### src/rtl/pc_fetch_pkg.sv
// Shared definitions for the instruction-fetch stage.
//   XLEN             : datapath width (PC, instruction word, counters)
//   RESET_IP_DEFAULT : default instruction index loaded into the PC on reset
//   fetch_state_e    : 2-bit fetch FSM encoding (FETCH -> WAIT -> ISSUE)
package pc_fetch_pkg;

  localparam int XLEN = 32;

  localparam logic [XLEN-1:0] RESET_IP_DEFAULT = 32'h0000_0000;

  typedef enum logic [1:0] {
    FETCH = 2'd0,  // present a request for the word at the PC
    WAIT  = 2'd1,  // request accepted, waiting for the memory response
    ISSUE = 2'd2   // instruction held for decode until it is accepted
  } fetch_state_e;

endpackage

### src/rtl/pc_fetch.sv
// Instruction fetch stage: owns the PC, issues one instruction-memory
// request at a time, buffers the returned word and hands it to decode.
// The next PC comes from the branch-target stage, which computes it
// combinationally from io_IP.
//
// Ports
//   clock              : sole clock, rising edge
//   reset              : synchronous, active-low
//   io_stall           : holds off new memory requests while high
//   io_IP              : current PC (word index), feeds the branch-target stage
//   io_next_ip         : next PC from the branch-target stage
//   io_imem_req_valid  : fetch request valid
//   io_imem_req_ready  : memory accepts the request
//   io_imem_addr       : fetch word index (always equal to io_IP)
//   io_imem_rsp_valid  : memory returns an instruction word
//   io_imem_rsp_data   : returned instruction word
//   io_inst_valid      : instruction available to decode
//   io_inst_ready      : decode accepts the instruction
//   io_inst            : registered instruction word
//   io_inst_ip         : PC of io_inst
//   io_inst_count      : instructions handed to decode (wraps)
module pc_fetch
  import pc_fetch_pkg::*;
#(
  parameter logic [XLEN-1:0] RESET_IP = RESET_IP_DEFAULT
) (
  input  logic            clock,
  input  logic            reset,
  input  logic            io_stall,
  output logic [XLEN-1:0] io_IP,
  input  logic [XLEN-1:0] io_next_ip,
  output logic            io_imem_req_valid,
  input  logic            io_imem_req_ready,
  output logic [XLEN-1:0] io_imem_addr,
  input  logic            io_imem_rsp_valid,
  input  logic [XLEN-1:0] io_imem_rsp_data,
  output logic            io_inst_valid,
  input  logic            io_inst_ready,
  output logic [XLEN-1:0] io_inst,
  output logic [XLEN-1:0] io_inst_ip,
  output logic [XLEN-1:0] io_inst_count
);

  fetch_state_e    state;
  logic [XLEN-1:0] pc_q;
  logic [XLEN-1:0] inst_q;
  logic [XLEN-1:0] inst_ip_q;
  logic [XLEN-1:0] count_q;

  logic            req_fire;
  logic            inst_fire;

  // Both valids are gated with reset so neither handshake can be seen
  // while reset is held low, regardless of the state register contents.
  // Stall only gates the request; it never touches an instruction already
  // in ISSUE or a request already accepted.
  assign io_imem_req_valid = reset && (state == FETCH) && !io_stall;
  assign io_inst_valid     = reset && (state == ISSUE);

  assign req_fire  = io_imem_req_valid && io_imem_req_ready;
  assign inst_fire = io_inst_valid && io_inst_ready;

  assign io_IP         = pc_q;
  assign io_imem_addr  = pc_q;
  assign io_inst       = inst_q;
  assign io_inst_ip    = inst_ip_q;
  assign io_inst_count = count_q;

  // NOTE: all state is updated with non-blocking assignments so every
  // register samples pre-edge values; blocking here would let a later
  // statement see a same-cycle update and create order-dependent logic.
  always_ff @(posedge clock) begin
    if (!reset) begin
      state     <= FETCH;
      pc_q      <= RESET_IP;
      inst_q    <= '0;
      inst_ip_q <= '0;
      count_q   <= '0;
    end else begin
      case (state)
        FETCH: begin
          // A response showing up here (e.g. from a transaction abandoned
          // by reset) is deliberately ignored.
          if (req_fire) state <= WAIT;
        end

        WAIT: begin
          if (io_imem_rsp_valid) begin
            inst_q    <= io_imem_rsp_data;
            inst_ip_q <= pc_q;
            state     <= ISSUE;
          end
        end

        ISSUE: begin
          // The PC has been stable since the request, so io_next_ip is
          // already settled for the current instruction. No alignment or
          // range check: the branch-target result is taken as is.
          if (inst_fire) begin
            pc_q    <= io_next_ip;
            count_q <= count_q + 1'b1;
            state   <= FETCH;
          end
        end

        default: state <= FETCH;
      endcase
    end
  end

endmodule
### config.mk
export PLATFORM = sky130hd
export DESIGN_NAME = pc_fetch
export DESIGN_NICKNAME = d
export VERILOG_FILES = /design/src/rtl/pc_fetch_pkg.sv /design/src/rtl/pc_fetch.sv
export SDC_FILE = /design/constraint.sdc
export NUM_CORES = 1
export LEC_CHECK = 0
export ABC_AREA = 1
export BUFFER_PORTS_ARGS = -buffer_cell sky130_fd_sc_hd__buf_2
export CORE_ASPECT_RATIO = 0.9
export CORE_MARGIN = 2
export CORE_UTILIZATION = 40
export DETAILED_ROUTE_END_ITERATION = 12
export HOLD_SLACK_MARGIN = 0.12
export PLACE_DENSITY = 0.69
export SYNTH_ARGS = -nofsm -noshare
export SYNTH_HDL_FRONTEND = slang
export SYNTH_SLANG_ARGS = --single-unit
### constraint.sdc
create_clock -name clock -period 2.27 [get_ports clock]
set_input_delay 0.227 -clock clock [delete_from_list [all_inputs] [get_ports clock]]
set_output_delay 0.227 -clock clock [all_outputs]
set_load 0.02 [all_outputs]
==> impl_metrics.prom, run 1 <==
# TYPE chip_impl_metric gauge
chip_impl_info{name="run_status",value="complete, no violations"} 1
chip_impl_metric{name="numCtsBuffers",unit=""} 17
chip_impl_metric{name="area_growth",unit="%"} 43.2
chip_impl_metric{name="async_flop_share",unit=""} 0
chip_impl_metric{name="totalWireLength",unit="um"} 16700
chip_impl_metric{name="synthesis.yosys.warnings",unit=""} 0
chip_impl_metric{name="achievable-frequency",unit="MHz"} 473
chip_impl_info{name="top_reg_cell_synth",value="sky130_fd_sc_hd__dfxtp_1"} 1
chip_impl_metric{name="grt_overflow_total",unit=""} 0
chip_impl_metric{name="gr-usage-met1",unit=""} 0.275
chip_impl_metric{name="period_needed",unit="ns"} 2.12
chip_impl_metric{name="core_outline_area",unit="sq um"} 13300
chip_impl_info{name="hp-class",value="input pin to flop"} 1
chip_impl_info{name="cts_tree",value="built"} 1
chip_impl_info{name="global_route.peak_usage_layer",value="met2"} 1
chip_impl_metric{name="synth-seq-area-share",unit=""} 0.483
chip_impl_metric{name="number_of_setup_buffers_added_after_cts",unit=""} 0
chip_impl_metric{name="net_count_synth",unit=""} 825
chip_impl_info{name="timing_worst_setup_path_type",value="flop to flop"} 1
chip_impl_info{name="setup.worst_path.start_class",value="flop"} 1
chip_impl_info{name="setup.worst_path.end_class",value="flop"} 1
chip_impl_metric{name="power_density",unit="nW/um^2"} 704
chip_impl_metric{name="yosys_register_bits",unit=""} 130
chip_impl_metric{name="groute.layer.met2.usage",unit=""} 0.351
chip_impl_metric{name="drt-pass1-iter-count",unit=""} 6
chip_impl_metric{name="final_worst_path_setup_slack",unit="ns"} 0.154
chip_impl_metric{name="synth_cell_type_count",unit=""} 24
chip_impl_metric{name="clk_pin_slew",unit="ns"} 0.06
chip_impl_metric{name="dr_total_vias",unit=""} 5756
chip_impl_metric{name="worst_endpoint_required_time",unit="ns"} 2.63
chip_impl_info{name="cts_root_buffer",value="sky130_fd_sc_hd__clkbuf_16"} 1
chip_impl_metric{name="timing.setup.tns",unit="ns"} 0
chip_impl_metric{name="die_footprint",unit="sq um"} 14400
chip_impl_metric{name="reg2reg_setup_slack",unit="ns"} 0.15
chip_impl_metric{name="globalRouteMet3Util",unit=""} 0.0673
chip_impl_metric{name="pin_count",unit=""} 232
chip_impl_metric{name="fp-row-count",unit=""} 40
chip_impl_metric{name="grt_util_all_layers",unit=""} 0.219
chip_impl_metric{name="insertion_delay",unit="ns"} 0.42
chip_impl_metric{name="synth_enable_flop_cells",unit=""} 0
chip_impl_metric{name="max-vdd-ir-drop",unit="mV"} 0.469
chip_impl_metric{name="timing_hold_violations_final",unit=""} 0
chip_impl_info{name="final_common_cell",value="sky130_fd_sc_hd__buf_2"} 1
chip_impl_metric{name="synth.cell_area",unit="sq um"} 5390
chip_impl_metric{name="finish.net_count",unit=""} 1083
chip_impl_metric{name="grt_pass1_wl",unit="um"} 25400
chip_impl_metric{name="routed_via_density",unit=""} 4.82
chip_impl_metric{name="insertedDiodeCount",unit=""} 0
chip_impl_metric{name="max_slew_margin",unit=""} 0.608
chip_impl_metric{name="number_of_antenna_violations_at_the_first_check_in_global_routing",unit=""} 0
chip_impl_metric{name="cap_violations",unit=""} 0
chip_impl_metric{name="ant_nets",unit=""} 0
chip_impl_metric{name="detailedPlacementHpwl",unit="um"} 10000
chip_impl_metric{name="path_max_fanout",unit=""} 6
chip_impl_metric{name="cts.path.max_buffers",unit=""} 2
chip_impl_metric{name="total_leakage_power",unit="nW"} 4.03
chip_impl_metric{name="vias_in_the_first_global_route",unit=""} 5216
chip_impl_metric{name="synthesis.instances",unit=""} 754
chip_impl_metric{name="tritoncts_num_sinks",unit=""} 130
chip_impl_metric{name="place_congestion",unit=""} 0.923
chip_impl_metric{name="layout-drive-gt1-share",unit=""} 0.269
chip_impl_metric{name="initial_core_util",unit=""} 0.406
chip_impl_info{name="mostFrequentLayoutCells",value="sky130_fd_sc_hd__buf_2, sky130_fd_sc_hd__nor2_1, sky130_fd_sc_hd__nand2_1, sky130_fd_sc_hd__dfxtp_1, sky130_fd_sc_hd__o21ai_0"} 1
chip_impl_metric{name="final.setup_skew",unit="ns"} 0.00947
chip_impl_metric{name="numPortBuffers",unit=""} 231
chip_impl_metric{name="finalCritPeriodShare",unit=""} 0.932
chip_impl_metric{name="pin_count_of_the_biggest_net_entering_global_routing",unit=""} 118
chip_impl_metric{name="die_height",unit="um"} 114
chip_impl_metric{name="maxSlewViolCount",unit=""} 0
chip_impl_metric{name="dr.first_iter.drc_count",unit=""} 417
chip_impl_metric{name="htree_levels",unit=""} 4
chip_impl_metric{name="post_synth.cell_area_avg",unit="sq um"} 7.14
chip_impl_metric{name="route.detailed.drc",unit=""} 0
chip_impl_metric{name="setup_viol",unit=""} 0
chip_impl_metric{name="placement.setup.worst_slack",unit="ns"} 0.506
chip_impl_metric{name="fp.dieW",unit="um"} 126
chip_impl_metric{name="wl_per_cell",unit="um"} 14.0
chip_impl_metric{name="worst_pin_slew",unit="ns"} 0.588
chip_impl_info{name="unrepaired_setup_endpoints_after_global_routing",value="no"} 1
chip_impl_metric{name="crit_arrival",unit="ns"} 2.48
worst max-delay path, stage by stage (launching register included):
cell                            delay (ns)
sky130_fd_sc_hd__dfxtp_1              0.38
sky130_fd_sc_hd__nor4_1               0.35
sky130_fd_sc_hd__nand2_1              0.08
sky130_fd_sc_hd__dlygate4sd3_1        0.58
sky130_fd_sc_hd__a21oi_1              0.13
sky130_fd_sc_hd__dlygate4sd3_1        0.55
repair_timing:
item / 4_1_cts / 5_1_grt
resized for setup: 0 / 1
hold endpoints to repair: 65 / 0
hold buffers: 67 / 0
endpoints found under the setup margin: 0 / 1
final cells by class:
cell class                 count  area, sq um
fill                        1207         5550
sequential                   130         2600
multi-input combinational    508         2200
timing repair buffer         307         1930
clock buffer                  23          478
tap                          168          210
inverter                      48          181
clock inverter                 9          104
state kept, by name, summed over array words and instances, names as in the netlist:
register / flops
io_IP: 32
io_inst: 32
io_inst_count: 32
io_inst_ip: 32
state: 2
per-layer routing:
layer  part of all wire  up-vias  wire length [um]
li1                   -     2889                 -
met2               0.47      245              7910
met5                  0        -                 0
met3              0.077       28              1280
met4              0.020        0               342
met1               0.43     2594              7190
cell families (layout without fill, tap and decap cells):
family                     after synthesis  in the layout  share of synthesized area
AOI/OAI and AO/OA                       91             91                     0.0878
xor gates and xnor gates                 1              1                    0.00163
adders and majority gates                1              1                    0.00232
buffers and inverters                  116            387                      0.109
DFF                                    130            130                      0.483
and+or+nand+nor                        415            415                      0.316
stage by stage:
step                cell area, sq um  hold WS, ns  cells  power (mW)  utilization
CTS                             7680        0.375   1192        5.45        0.579
global placement                6430        0.421   1093        2.67        0.485
global route                    7710        0.397   1193        5.60        0.581
finish                          7710        0.360   1193        5.43        0.581
floorplan                       5390        0.337    754        2.54            -
detailed placement              6430        0.424   1093        2.67        0.485
report_power, final:
group	switching, mW	total [mW]	internal, mW
Sequential	0.0226	2.35	2.32
Combinational	0.202	0.384	0.182
Clock	1.00	2.70	1.70
synth_stat cells (2+ instances only):
library cell	count	share of area
sky130_fd_sc_hd__o21ai_0	70	0.065
sky130_fd_sc_hd__dfxtp_1	130	0.48
sky130_fd_sc_hd__clkbuf_1	22	0.015
sky130_fd_sc_hd__nor2_1	187	0.13
sky130_fd_sc_hd__nand3_1	57	0.053
sky130_fd_sc_hd__o21bai_1	5	0.0070
sky130_fd_sc_hd__nor3_1	12	0.011
sky130_fd_sc_hd__o21a_1	2	0.0028
sky130_fd_sc_hd__nand4_1	9	0.010
sky130_fd_sc_hd__buf_4	33	0.046
sky130_fd_sc_hd__inv_1	47	0.033
sky130_fd_sc_hd__buf_1	3	0.0021
sky130_fd_sc_hd__nor2_4	2	0.0042
sky130_fd_sc_hd__a21oi_1	14	0.013
sky130_fd_sc_hd__buf_6	2	0.0042
sky130_fd_sc_hd__nand2_1	144	0.10
sky130_fd_sc_hd__buf_2	8	0.0074
final timing paths:
kind,end,cells past startpoint,start
hold reg to reg,io_inst_count[6]$_SDFFE_PN0P_,2,io_inst_count[6]$_SDFFE_PN0P_
setup / recovery,state[0]$_SDFFE_PN0P_,5,state[1]$_SDFFE_PN0P_
setup reg to reg,state[0]$_SDFFE_PN0P_,5,state[1]$_SDFFE_PN0P_
hold / removal,io_inst[18]$_SDFFE_PN0P_,4,reset
No activity file was read; power rests on OpenSTA's default activity.
==> run 2, diff against run 1 <==
==> constraint.sdc (replaced) <==
create_clock -name clock -period 2.27 [get_ports clock]
set_input_delay 0.227 -clock clock [delete_from_list [all_inputs] [get_ports clock]]
set_output_delay 0.227 -clock clock [all_outputs]
set_load 0.05 [all_outputs]
==> run 2 against run 1 <==
Compared with the run above:
- clock skew is 0.0012 ns lower
- clock-buffer cell count decreased by 3
- flip-flop and latch count is the same
- cell count unchanged
- largest cell class unchanged
==> impl_metrics.prom, run 2 (same netlist as run 1, synthesis figures left out) <==
# TYPE chip_impl_metric gauge
chip_impl_metric{name="grt_pass1_wl",unit="um"} 25200
chip_impl_metric{name="numPortBuffers",unit=""} 231
chip_impl_info{name="setup.worst_path.start_class",value="flop"} 1
chip_impl_metric{name="clockPowerShare",unit=""} 0.489
chip_impl_metric{name="switchingPower",unit="mW"} 1.34
chip_impl_metric{name="path_max_fanout",unit=""} 6
chip_impl_metric{name="dr.first_iter.drc_count",unit=""} 358
chip_impl_metric{name="htree_levels",unit=""} 4
chip_impl_metric{name="fp.dieW",unit="um"} 126
chip_impl_metric{name="final_core_util",unit=""} 0.581
chip_impl_metric{name="total_leakage_power",unit="nW"} 4.03
chip_impl_metric{name="layout-drive-gt1-share",unit=""} 0.272
chip_impl_info{name="setup.worst_path.end_class",value="flop"} 1
chip_impl_metric{name="drt-pass1-iter-count",unit=""} 5
chip_impl_metric{name="insertion_delay",unit="ns"} 0.41
chip_impl_metric{name="clk_pin_slew",unit="ns"} 0.06
chip_impl_metric{name="cap_violations",unit=""} 0
chip_impl_metric{name="area_growth",unit="%"} 43.0
chip_impl_metric{name="tritoncts_num_sinks",unit=""} 130
chip_impl_metric{name="seq_power_share",unit=""} 0.425
chip_impl_metric{name="number_of_setup_buffers_added_after_cts",unit=""} 0
chip_impl_metric{name="grt_overflow_total",unit=""} 0
chip_impl_metric{name="max_slew_margin",unit=""} 0.543
chip_impl_metric{name="die_height",unit="um"} 114
chip_impl_metric{name="die_footprint",unit="sq um"} 14400
chip_impl_metric{name="crit_arrival",unit="ns"} 2.47
chip_impl_metric{name="place_congestion",unit=""} 0.915
chip_impl_info{name="hp-class",value="input pin to flop"} 1
chip_impl_info{name="cts_root_buffer",value="sky130_fd_sc_hd__clkbuf_16"} 1
chip_impl_metric{name="maxSlewViolCount",unit=""} 0
chip_impl_info{name="final_common_cell",value="sky130_fd_sc_hd__buf_2"} 1
chip_impl_metric{name="cts.path.max_buffers",unit=""} 2
chip_impl_metric{name="core_outline_area",unit="sq um"} 13300
chip_impl_metric{name="routed_via_density",unit=""} 4.76
chip_impl_metric{name="grt_util_all_layers",unit=""} 0.216
chip_impl_metric{name="worst_endpoint_required_time",unit="ns"} 2.62
chip_impl_metric{name="route.detailed.drc",unit=""} 0
chip_impl_info{name="cts_tree",value="built"} 1
chip_impl_info{name="mostFrequentLayoutCells",value="sky130_fd_sc_hd__buf_2, sky130_fd_sc_hd__nor2_1, sky130_fd_sc_hd__nand2_1, sky130_fd_sc_hd__dfxtp_1, sky130_fd_sc_hd__o21ai_0"} 1
chip_impl_metric{name="period_needed",unit="ns"} 2.12
chip_impl_metric{name="power_switching_share",unit=""} 0.243
chip_impl_metric{name="finish.net_count",unit=""} 1083
chip_impl_info{name="timing_worst_setup_path_type",value="flop to flop"} 1
chip_impl_metric{name="totalWireLength",unit="um"} 15900
chip_impl_metric{name="minimum_hold_slack",unit="ns"} 0.335
chip_impl_metric{name="pin_count_of_the_biggest_net_entering_global_routing",unit=""} 76
chip_impl_info{name="run_status",value="complete, no violations"} 1
chip_impl_metric{name="achievable-frequency",unit="MHz"} 472
chip_impl_metric{name="timing_hold_violations_final",unit=""} 0
chip_impl_metric{name="detailedPlacementHpwl",unit="um"} 9950
chip_impl_metric{name="max-vdd-ir-drop",unit="mV"} 0.483
chip_impl_metric{name="worst_pin_slew",unit="ns"} 0.686
chip_impl_metric{name="comb_power_share",unit=""} 0.086
chip_impl_metric{name="ant_nets",unit=""} 0
chip_impl_metric{name="finalCritPeriodShare",unit=""} 0.932
chip_impl_metric{name="final.setup_skew",unit="ns"} 0.00824
chip_impl_metric{name="fp-row-count",unit=""} 40
chip_impl_metric{name="power_density",unit="nW/um^2"} 717
chip_impl_metric{name="initial_core_util",unit=""} 0.406
chip_impl_metric{name="dr_total_vias",unit=""} 5673
chip_impl_metric{name="insertedDiodeCount",unit=""} 0
chip_impl_metric{name="number_of_antenna_violations_at_the_first_check_in_global_routing",unit=""} 0
chip_impl_metric{name="setup_viol",unit=""} 0
chip_impl_metric{name="pin_count",unit=""} 232
chip_impl_metric{name="wl_per_cell",unit="um"} 13.4
chip_impl_metric{name="power_report.internal_total",unit="mW"} 4.18
chip_impl_metric{name="numCtsBuffers",unit=""} 17
chip_impl_metric{name="vias_in_the_first_global_route",unit=""} 5069
run 2: changes by cell type in the layout (fill, tap and decap cells not counted), sizes merged:
cell,delta
buf,+1
clkbuf,-4
clkinv,+3
clkinvlp,-1
inv,+1
run 2: final timing paths:
check / start / end / slack, ns / cells after the start
setup / recovery: state[1]$_SDFFE_PN0P_ / state[0]$_SDFFE_PN0P_ / 0.15 / 5
hold / removal: reset / io_inst_count[13]$_SDFFE_PN0P_ / 0.33 / 4
setup reg to reg: state[1]$_SDFFE_PN0P_ / state[0]$_SDFFE_PN0P_ / 0.15 / 5
hold reg to reg: io_IP[18]$_SDFFE_PN0P_ / io_IP[18]$_SDFFE_PN0P_ / 0.50 / 2
run 2: power groups by stage:
stage | registers [mW] | clock network [mW] | logic, mW
2_1_floorplan | 2.53 | 0 | 0.122
3_3_place_gp | 2.39 | 0 | 0.377
3_5_place_dp | 2.39 | 0 | 0.379
4_1_cts | 2.34 | 2.73 | 0.469
5_1_grt | 2.35 | 2.86 | 0.506
6_report | 2.35 | 2.70 | 0.476
run 2: metrics by stage:
step / TNS, ns / power (mW) / instance area [sq um] / instances / setup slack (ns)
6_report: 0 / 5.52 / 7700 / 1193 / 0.153
5_1_grt: -0.00269 / 5.71 / 7700 / 1193 / -0.00269
4_1_cts: 0 / 5.55 / 7700 / 1193 / 0.200
3_5_place_dp: 0 / 2.77 / 6440 / 1094 / 0.432
3_3_place_gp: 0 / 2.77 / 6440 / 1094 / 0.483
2_1_floorplan: 0 / 2.65 / 5390 / 754 / 0.379
run 2: critical path, cell delays in order (launching register included):
cell and delay, ns:
sky130_fd_sc_hd__dfxtp_1 0.37, sky130_fd_sc_hd__nor4_2 0.35, sky130_fd_sc_hd__nand2_1 0.09, sky130_fd_sc_hd__dlygate4sd3_1 0.57, sky130_fd_sc_hd__a21oi_1 0.12, sky130_fd_sc_hd__dlygate4sd3_1 0.57
run 2: layer usage:
metal / vias to the layer above / wire, um / track usage
li1: 2892 / - / -
met1: 2563 / 7340 / 0.283
met2: 200 / 7320 / 0.337
met3: 18 / 1080 / 0.0682
met4: 0 / 201 / 0.0806
met5: - / 0 / 0
run 2: area by class of cell:
type                       instances  area (sq um)
clock buffer                      20           457
clock inverter                    12           131
fill                            1155          5560
inverter                          48           181
multi-input combinational        508          2210
sequential                       130          2600
tap                              168           210
timing repair buffer             307          1910
run 2: repair_timing:
action	in CTS	in global routing
hold buffers	67	0
setup endpoints to repair	0	1
resized for setup	0	1
hold endpoints to repair	65	0
==> run 3, diff against run 2 <==
==> constraint.sdc (replaced) <==
create_clock -name clock -period 2.35 [get_ports clock]
set_input_delay 0.235 -clock clock [delete_from_list [all_inputs] [get_ports clock]]
set_output_delay 0.235 -clock clock [all_outputs]
set_load 0.05 [all_outputs]
==> run 3 against run 2 <==
Compared with the run above:
- routed wire length is 0.70% lower
- final area is 0.23% lower
- largest power group unchanged
- clock skew is 0.0025 ns lower
- hold slack better by 0.052 ns
==> impl_metrics.prom, run 3 (same netlist as run 1, synthesis figures left out) <==
# TYPE chip_impl_metric gauge
chip_impl_metric{name="cap_violations",unit=""} 0
chip_impl_info{name="cts_root_buffer",value="sky130_fd_sc_hd__clkbuf_16"} 1
chip_impl_metric{name="die_footprint",unit="sq um"} 14400
chip_impl_metric{name="htree_levels",unit=""} 4
chip_impl_metric{name="insertedDiodeCount",unit=""} 0
chip_impl_metric{name="dr_total_vias",unit=""} 5643
chip_impl_info{name="list_of_cells_traversed_by_the_critical_path",value="nor4_2, nand2_1, dlygate4sd3_1, a21oi_1, dlygate4sd3_1"} 1
chip_impl_metric{name="fp-row-count",unit=""} 40
chip_impl_info{name="r2r_start",value="state[1]$_SDFFE_PN0P_"} 1
chip_impl_metric{name="max-vdd-ir-drop",unit="mV"} 0.517
chip_impl_info{name="hp-class",value="input pin to flop"} 1
chip_impl_metric{name="core_outline_area",unit="sq um"} 13300
chip_impl_metric{name="minimum_hold_slack",unit="ns"} 0.387
chip_impl_info{name="min_from",value="reset"} 1
chip_impl_metric{name="hold_path_depth",unit=""} 4
chip_impl_metric{name="totalWireLength",unit="um"} 15800
chip_impl_metric{name="total_power_draw",unit="mW"} 5.29
chip_impl_metric{name="drt-pass1-iter-count",unit=""} 5
chip_impl_metric{name="vias_in_the_first_global_route",unit=""} 5143
chip_impl_info{name="hold-path-endpoint",value="io_inst_count[13]$_SDFFE_PN0P_"} 1
chip_impl_info{name="mostFrequentLayoutCells",value="sky130_fd_sc_hd__buf_2, sky130_fd_sc_hd__nor2_1, sky130_fd_sc_hd__nand2_1, sky130_fd_sc_hd__dfxtp_1, sky130_fd_sc_hd__o21ai_0"} 1
chip_impl_metric{name="multi_input_combinational_cell_area",unit="sq um"} 2210
chip_impl_info{name="path_delay_family",value="buffers and inverters"} 1
chip_impl_metric{name="finalCritPeriodShare",unit=""} 0.875
chip_impl_metric{name="path_max_fanout",unit=""} 6
chip_impl_metric{name="dr.first_iter.drc_count",unit=""} 380
chip_impl_metric{name="layout.area.seq",unit="sq um"} 2600
chip_impl_info{name="critical_path.most_common_cell",value="sky130_fd_sc_hd__dlygate4sd3_1"} 1
chip_impl_metric{name="timing.critical_path.slowest_cell_delay",unit="ns"} 0.56
chip_impl_metric{name="initial_core_util",unit=""} 0.406
chip_impl_metric{name="pin_count_of_the_biggest_net_entering_global_routing",unit=""} 118
chip_impl_metric{name="placement.setup.worst_slack",unit="ns"} 0.571
chip_impl_metric{name="numCtsBuffers",unit=""} 17
chip_impl_info{name="final_common_cell",value="sky130_fd_sc_hd__buf_2"} 1
chip_impl_info{name="critPathSlowestCell",value="sky130_fd_sc_hd__dlygate4sd3_1"} 1
chip_impl_metric{name="layout-drive-gt1-share",unit=""} 0.271
chip_impl_metric{name="grt_pass1_wl",unit="um"} 25100
chip_impl_metric{name="wl_per_cell",unit="um"} 13.3
chip_impl_metric{name="postCtsResizedCells",unit=""} 0
chip_impl_metric{name="route.detailed.drc",unit=""} 0
chip_impl_info{name="setup.worst_path.end_class",value="flop"} 1
chip_impl_info{name="cts_tree",value="built"} 1
chip_impl_metric{name="power_density",unit="nW/um^2"} 688
chip_impl_metric{name="grt_overflow_total",unit=""} 0
chip_impl_info{name="timing_worst_setup_path_type",value="flop to flop"} 1
chip_impl_info{name="setup.worst_path.start_class",value="flop"} 1
chip_impl_metric{name="total_leakage_power",unit="nW"} 4.02
chip_impl_metric{name="final_worst_path_setup_slack",unit="ns"} 0.294
chip_impl_metric{name="final.setup_skew",unit="ns"} 0.00577
chip_impl_info{name="regToRegEndpoint",value="state[0]$_SDFFE_PN0P_"} 1
chip_impl_metric{name="place_congestion",unit=""} 0.910
chip_impl_metric{name="finish.net_count",unit=""} 1082
chip_impl_metric{name="detailed_place.area",unit="sq um"} 6450
chip_impl_metric{name="reg2reg_setup_slack",unit="ns"} 0.29
chip_impl_metric{name="cts.path.max_buffers",unit=""} 2
chip_impl_metric{name="maxSlewViolCount",unit=""} 0
chip_impl_metric{name="crit_arrival",unit="ns"} 2.41
chip_impl_info{name="unrepaired_setup_endpoints_after_global_routing",value="no"} 1
chip_impl_metric{name="insertion_delay",unit="ns"} 0.41
chip_impl_metric{name="timing.setup.tns",unit="ns"} 0
chip_impl_metric{name="filler_cell_count",unit=""} 1146
chip_impl_metric{name="detailedPlacementHpwl",unit="um"} 9980
chip_impl_metric{name="area_growth",unit="%"} 42.7
chip_impl_metric{name="numPortBuffers",unit=""} 231
chip_impl_metric{name="ff2ff_path_depth",unit=""} 5
chip_impl_metric{name="final_design_area_no_fill",unit="sq um"} 7690
chip_impl_metric{name="achievable-frequency",unit="MHz"} 486
chip_impl_metric{name="ant_nets",unit=""} 0
chip_impl_metric{name="worst_pin_slew",unit="ns"} 0.570
chip_impl_metric{name="max_slew_margin",unit=""} 0.620
chip_impl_metric{name="setup_viol",unit=""} 0
chip_impl_info{name="run_status",value="complete, no violations"} 1
chip_impl_metric{name="tritoncts_num_sinks",unit=""} 130
chip_impl_metric{name="grt_util_all_layers",unit=""} 0.216
chip_impl_metric{name="die_height",unit="um"} 114
chip_impl_metric{name="worst_endpoint_required_time",unit="ns"} 2.71
chip_impl_metric{name="number_of_antenna_violations_at_the_first_check_in_global_routing",unit=""} 0
chip_impl_metric{name="critical_path.n_buffers_inverters",unit=""} 2
chip_impl_metric{name="period_needed",unit="ns"} 2.06
chip_impl_metric{name="routed_via_density",unit=""} 4.73
chip_impl_info{name="setup.worst_path.start",value="state[1]$_SDFFE_PN0P_"} 1
chip_impl_metric{name="fp.dieW",unit="um"} 126
chip_impl_metric{name="clk_pin_slew",unit="ns"} 0.06
chip_impl_metric{name="timing_hold_violations_final",unit=""} 0
chip_impl_metric{name="pin_count",unit=""} 232
run 3: what timing repair did:
action,4_1_cts,5_1_grt
hold buffers,67,0
endpoints found under the hold margin,65,0
buffers inserted,0,0
run 3: cell type report:
class / count / area share
sequential: 130 / 0.339
multi-input combinational: 508 / 0.287
timing repair buffer: 306 / 0.249
clock buffer: 18 / 0.0558
tap: 168 / 0.0273
inverter: 48 / 0.0236
clock inverter: 14 / 0.0182
run 3: worst max-delay path by stage:
stage	end	slack, ns	cells after the start
6_report	state[0]$_SDFFE_PN0P_	0.29	5
5_1_grt	state[0]$_SDFFE_PN0P_	0.17	8
4_1_cts	state[0]$_SDFFE_PN0P_	0.31	5
3_5_place_dp	io_IP[27]$_SDFFE_PN0P_	0.57	6
3_3_place_gp	io_inst_count[24]$_SDFFE_PN0P_	0.59	6
2_1_floorplan	io_inst_count[14]$_SDFFE_PN0P_	0.46	10
run 3: where the power goes:
part | leakage, nW | switching, mW | internal (mW)
clock | 0.280 | 1.01 | 1.55
combinational | 2.69 | 0.286 | 0.172
sequential | 1.05 | 0.0220 | 2.24
total | 4.02 | 1.32 | 3.97
run 3: worst register-to-register path, delay by kind of cell (launching register included):
family,cells,cell delay [ns]
AO/OA/AOI/OAI,1,0.12
flip-flops,1,0.38
buffers and inverters,2,1.11
AND/OR/NAND/NOR,2,0.39
run 3: per-layer routing:
layer  vias to the layer above  GRT usage  routed length (um)
met5                         -          0                   0
met4                         0     0.0674                 208
met3                        17     0.0808                1350
met2                       231      0.344                7340
met1                      2519      0.274                6930
li1                       2876          -                   -
run 3: through the flow:
| step | instances | util |
|---|---|---|
| 2_1_floorplan | 754 | - |
| 3_3_place_gp | 1093 | 0.486 |
| 4_1_cts | 1192 | 0.580 |
| 5_1_grt | 1192 | 0.580 |
| 6_report | 1192 | 0.580 |
| 3_5_place_dp | 1093 | 0.486 |
